--- src/rtl/register_file_pkg.sv ---
// Shared definitions for the renaming architectural register file.
// Widths here are the defaults for the top-level parameters.
package register_file_pkg;

  localparam int DATA_WIDTH = 32;
  localparam int REG_WIDTH  = 5;
  localparam int ROB_WIDTH  = 4;

  localparam logic [DATA_WIDTH-1:0] ZERO_DATA = '0;
  localparam logic [ROB_WIDTH-1:0]  ZERO_ROB  = '0;

  localparam logic TRUE  = 1'b1;
  localparam logic FALSE = 1'b0;

endpackage

--- src/rtl/register_file_read_port.sv ---
// One source-operand lookup: x0 forcing, same-cycle commit bypass, and
// in-flight producer tag reporting. Instantiated once per source.
module reg_read_port
  import register_file_pkg::*;
#(
  parameter int DATA_W = DATA_WIDTH,
  parameter int ROB_W  = ROB_WIDTH,
  parameter int IDX_W  = REG_WIDTH
) (
  input  logic [IDX_W-1:0]  src_idx_i,
  input  logic [DATA_W-1:0] entry_value_i,
  input  logic              entry_busy_i,
  input  logic [ROB_W-1:0]  entry_tag_i,
  input  logic              commit_enable_i,
  input  logic [IDX_W-1:0]  commit_des_i,
  input  logic [DATA_W-1:0] commit_value_i,
  input  logic [ROB_W-1:0]  commit_reorder_i,
  output logic [DATA_W-1:0] value_o,
  output logic [ROB_W-1:0]  rename_o,
  output logic              if_rename_o
);

  logic bypassHit;

  // The bypass only applies when the retiring entry is the register's current producer.
  assign bypassHit = commit_enable_i && (commit_des_i == src_idx_i) &&
                     entry_busy_i && (entry_tag_i == commit_reorder_i);

  always_comb begin
    value_o     = '0;
    rename_o    = '0;
    if_rename_o = FALSE;
    if (src_idx_i == '0) begin
      value_o     = '0;
    end else if (bypassHit) begin
      value_o     = commit_value_i;
    end else if (entry_busy_i) begin
      value_o     = entry_value_i;
      rename_o    = entry_tag_i;
      if_rename_o = TRUE;
    end else begin
      value_o     = entry_value_i;
    end
  end

endmodule

--- src/rtl/register_file.sv ---
// Architectural register file with per-register rename tags, fed by the ROB:
// dispatch renames, commit writes back, flush drops every pending rename.
module register_file
  import register_file_pkg::*;
#(
  parameter int REG_NUM = 32,
  parameter int DATA_W  = DATA_WIDTH,
  parameter int ROB_W   = ROB_WIDTH
) (
  input  logic                 clk_in,
  input  logic                 rst_in,
  input  logic                 rdy_in,
  input  logic [REG_WIDTH-1:0] rob2reg_rs1_request,
  input  logic [REG_WIDTH-1:0] rob2reg_rs2_request,
  output logic [DATA_W-1:0]    reg2rob_rs1_value,
  output logic [DATA_W-1:0]    reg2rob_rs2_value,
  output logic [ROB_W-1:0]     reg2rob_rs1_rename,
  output logic [ROB_W-1:0]     reg2rob_rs2_rename,
  output logic                 reg2rob_rs1_if_rename,
  output logic                 reg2rob_rs2_if_rename,
  input  logic                 rob2reg_rename_enable,
  input  logic [REG_WIDTH-1:0] rob2reg_rd_request,
  input  logic [ROB_W-1:0]     rob2reg_rename_reorder,
  input  logic                 rob2reg_commit_enable,
  input  logic [REG_WIDTH-1:0] rob2reg_commit_des,
  input  logic [DATA_W-1:0]    rob2reg_commit_value,
  input  logic [ROB_W-1:0]     rob2reg_commit_reorder,
  input  logic                 rob_rst_enable
);

  logic [DATA_W-1:0]  value_q [REG_NUM];
  logic [DATA_W-1:0]  value_d [REG_NUM];
  logic [ROB_W-1:0]   tag_q   [REG_NUM];
  logic [ROB_W-1:0]   tag_d   [REG_NUM];
  logic [REG_NUM-1:0] busy_q;
  logic [REG_NUM-1:0] busy_d;

  logic commitValid;
  logic renameValid;

  assign commitValid = rob2reg_commit_enable && (rob2reg_commit_des != '0);
  assign renameValid = rob2reg_rename_enable && (rob2reg_rd_request != '0) && !rob_rst_enable;

  // Rename is applied after commit so a same-register rename keeps the register busy.
  always_comb begin
    value_d = value_q;
    tag_d   = tag_q;
    busy_d  = busy_q;
    if (commitValid) begin
      value_d[rob2reg_commit_des] = rob2reg_commit_value;
      if (tag_q[rob2reg_commit_des] == rob2reg_commit_reorder) begin
        busy_d[rob2reg_commit_des] = FALSE;
      end
    end
    if (rob_rst_enable) begin
      busy_d = '0;
      for (int i = 0; i < REG_NUM; i++) begin
        tag_d[i] = ZERO_ROB;
      end
    end else if (renameValid) begin
      busy_d[rob2reg_rd_request] = TRUE;
      tag_d[rob2reg_rd_request]  = rob2reg_rename_reorder;
    end
  end

  always_ff @(posedge clk_in or negedge rst_in) begin
    if (!rst_in) begin
      busy_q <= '0;
      for (int i = 0; i < REG_NUM; i++) begin
        value_q[i] <= '0;
        tag_q[i]   <= '0;
      end
    end else if (rdy_in) begin
      busy_q  <= busy_d;
      value_q <= value_d;
      tag_q   <= tag_d;
    end
  end

  reg_read_port #(
    .DATA_W (DATA_W),
    .ROB_W  (ROB_W),
    .IDX_W  (REG_WIDTH)
  ) u_rs1_port (
    .src_idx_i        (rob2reg_rs1_request),
    .entry_value_i    (value_q[rob2reg_rs1_request]),
    .entry_busy_i     (busy_q[rob2reg_rs1_request]),
    .entry_tag_i      (tag_q[rob2reg_rs1_request]),
    .commit_enable_i  (rob2reg_commit_enable),
    .commit_des_i     (rob2reg_commit_des),
    .commit_value_i   (rob2reg_commit_value),
    .commit_reorder_i (rob2reg_commit_reorder),
    .value_o          (reg2rob_rs1_value),
    .rename_o         (reg2rob_rs1_rename),
    .if_rename_o      (reg2rob_rs1_if_rename)
  );

  reg_read_port #(
    .DATA_W (DATA_W),
    .ROB_W  (ROB_W),
    .IDX_W  (REG_WIDTH)
  ) u_rs2_port (
    .src_idx_i        (rob2reg_rs2_request),
    .entry_value_i    (value_q[rob2reg_rs2_request]),
    .entry_busy_i     (busy_q[rob2reg_rs2_request]),
    .entry_tag_i      (tag_q[rob2reg_rs2_request]),
    .commit_enable_i  (rob2reg_commit_enable),
    .commit_des_i     (rob2reg_commit_des),
    .commit_value_i   (rob2reg_commit_value),
    .commit_reorder_i (rob2reg_commit_reorder),
    .value_o          (reg2rob_rs2_value),
    .rename_o         (reg2rob_rs2_rename),
    .if_rename_o      (reg2rob_rs2_if_rename)
  );

endmodule

--- config.mk ---
export PLATFORM = sky130hd
export DESIGN_NAME = register_file
export DESIGN_NICKNAME = d
export VERILOG_FILES = /design/src/rtl/register_file_pkg.sv /design/src/rtl/register_file_read_port.sv /design/src/rtl/register_file.sv
export SDC_FILE = /design/constraint.sdc
export NUM_CORES = 2
export LEC_CHECK = 0
export BUFFER_PORTS_ARGS = -buffer_cell sky130_fd_sc_hd__buf_2
export CAP_MARGIN = 5
export CORE_AREA = 2 2 471 473
export CTS_BUF_LIST = sky130_fd_sc_hd__clkbuf_2 sky130_fd_sc_hd__clkbuf_4 sky130_fd_sc_hd__clkbuf_8
export DETAILED_ROUTE_END_ITERATION = 10
export DIE_AREA = 0 0 473 475
export GPL_TIMING_DRIVEN = 1
export PLACE_DENSITY = 0.51
export SYNTH_ARGS = -nofsm -noshare
export SYNTH_HDL_FRONTEND = slang
export SYNTH_HIERARCHICAL = 1
export SYNTH_SLANG_ARGS = --single-unit
--- constraint.sdc ---
create_clock -name clk_in -period 11.35 [get_ports clk_in]
set_input_delay 1.135 -clock clk_in [delete_from_list [all_inputs] [get_ports clk_in]]
set_output_delay 1.135 -clock clk_in [all_outputs]
set_load 0.1 [all_outputs]
==> flow_summary.ini <==
[status]
status = finished, final reports clean

[cts]
root_buffer = clkbuf_8
post_cts_resized = 0
postCtsHoldBufs = 0
clock_sinks = 1184
post-cts-setup-buffers = 0
clkLatencyLatePin_ns = 0.96
clkSlewWorstSetupHoldPaths_ns = 0.07
htree_levels = 4
cts_buffer_depth = 3
cts_tree = yes
numCtsBuffers = 214

[die]
row_count = 172
die_h_um = 475
die_x_um = 473
num_io_pins = 140
core_um2 = 219000
floorplan.initialDensity = 0.300
dieArea_um2 = 225000

[yosys]
postSynthCellCount = 4288
synthAdderAreaFrac = 0
synth_top_area_frac = 0.451
synth_top_family_by_area = multiplexers
synth-simple-area-share = 0.0298
synthArstFlopShare = 1.00
synthMuxAreaShare = 0.456
synth.distinct_cells = 47
synth_compound_area_frac = 0.0244
synth_area_per_cell_um2 = 15.3
synth_xor_xnor_area_share = 0.00293
ys.flop_type = dfrtp_1
synth_seq_cells = 1184
yosys_warnings = 6
post-synth-top-area-cell = dfrtp_1
yosysSeqAreaShare = 0.451
yosys-top-cells-area = dfrtp_1 45%, mux4_2 25%, mux2_2 18%
syn_area_um2 = 65700
syn-num-nets = 4354
synth_edf_count = 0

[setup_path]
worstPathMaxFanout = 81
critPathKind = input port to primary output
timing.rr.start = tag_q[83]$_DFFE_PN0P_
endpoint_kind = primary output
cp-startpoint = rob2reg_rs2_request[1]
crit_required_ns = 10.22
cp-start-kind = input port
arrival_ns = 5.96

[cells_and_area]
final_cell_mix = 1184 x dfrtp_1, 1066 x mux2_2, 740 x mux4_2, 275 x clkbuf_8, 214 x nand2_1
nets = 4300
stdcell_count = 7276
layout_commonest_cell = dfrtp_1
area_growth_pct = 11.6
drive_above_1_share = 0.556

[global_route]
grt_use_total = 0.191
antenna_found_initial = 7
grt_overflow = 0
grt_pass1_vias = 43400
grt_first_pass_wirelength_mm = 313
grt_max_degree = 170

[power]
peakVddDrop_mv = 0.136
p_per_area_nw_per_um2 = 160
p_leak_nw = 31.7

[sta]
worstMarginPinSlew_ns = 1.26
setup_ws_ns = 4.26
fmax_mhz = 141
rsz0062_at_grt = no
drv_slew = 0
slew_headroom = 0.163
setup_viol_count_final = 0
clock_skew_ns = 0.0459
final_hold_viol_count = 0
tns_ns = 0
period_share = 0.625
min_period_ns = 7.09

[place]
port_buffers = 139
dpl.cell_count = 6889
routabilityCongestion = 0.818
place_ws_ns = 4.11
hpwl_mm = 120

[flow_run]
maxCapViolations = 0

[drt]
via_count = 40900
drc_errors = 0
wire_per_inst_um = 29.4
ant_nets = 0
viasPerCell = 5.62
drtPass1Iterations = 6
drt_iter0_markers = 3098
routed_wirelength_mm = 214

[worst_hold_path]
hp-class = input port to async pin
[sequential cells by signal (all words and copies together), names as in the netlist]
signal,cells
value_q,1024
tag_q,128
busy_q,32
[power breakdown]
part           leakage, nW  internal (mW)  switching [mW]  total (mW)
clock network         2.51           2.54            1.91        4.44
registers             15.7           4.71           0.344        5.06
logic                 13.4           1.10            1.16        2.26
total                 31.7           8.35            3.41        11.8
[cell usage after synthesis (all sizes together) (2+ instances only)]
cell type  count
dfrtp       1184
mux2        1066
mux4         740
clkbuf       254
nand2        232
buf          230
mux2i        128
o21ai         93
nor2          72
nand3         69
a32o          60
a21oi         20
xnor2         18
a22oi         16
a32oi         15
and2          15
a221oi        10
nand2b         9
nor3b          8
nand4          7
nor3           7
nor2b          5
or2            4
xor2           4
a22o           3
nand3b         3
a311oi         2
inv            2
o21a           2
o22ai          2
or3b           2
[layout make-up]
cell class | instances | area, um2
Multi-Input combinational cell | 2618 | 34000
Antenna cell | 6 | 15.0
Sequential cell | 1184 | 29600
Inverter | 2 | 7.51
Timing Repair Buffer | 214 | 1420
Fill cell | 21200 | 146000
Tap cell | 2871 | 3590
Clock buffer | 343 | 4280
Clock inverter | 38 | 430
[metrics by stage]
| stage | area (um2) | power, mW | utilization | hold slack, ns |
|---|---|---|---|---|
| floorplan | 65700 | 6.76 | - | 0.441 |
| global placement | 68600 | 7.34 | 0.313 | 0.377 |
| detailed placement | 68600 | 7.40 | 0.313 | 0.382 |
| CTS | 73300 | 11.9 | 0.335 | 0.184 |
| global route | 73300 | 12.3 | 0.335 | 0.221 |
| finish | 73300 | 11.8 | 0.335 | 0.177 |
[final timing paths]
path | endpoint | slack [ns] | cells past startpoint
hold / removal | tag_q[104]$_DFFE_PN0P_ | 0.18 | 1
setup / recovery | reg2rob_rs2_value[20] | 4.26 | 10
max in group asynchronous | value_q[233]$_DFFE_PN0P_ | 8.57 | 3
setup reg to reg | busy_q[15]$_DFFE_PN0P_ | 8.88 | 9
hold reg to reg | value_q[1007]$_DFFE_PN0P_ | 0.39 | 0
min in group clk_in | value_q[1007]$_DFFE_PN0P_ | 0.39 | 0
[worst max-delay path, stage by stage]
cell and delay, ns:
buf_8 0.58, buf_4 0.89, mux4_2 0.39, mux4_2 0.26, mux2_2 0.21, nand3_1 0.15
nor3_4 0.56, buf_4 0.85, mux2i_1 0.26, buf_2 0.45
[cell families after synthesis]
family                    Yosys count
DFF                              1184
muxes                            1934
buffers and inverters             486
AOI/OAI and AO/OA                 225
and+or+nand+nor                   437
xor gates and xnor gates           22
[per-layer routing]
layer	GRT usage	vias to the layer above	share of wire
met5	0	-	0.00020
met4	0.0693	6	0.035
met3	0.0319	443	0.052
met2	0.317	1260	0.49
met1	0.250	22500	0.43
li1	-	16700	-
(Power assumes the default switching activity.)
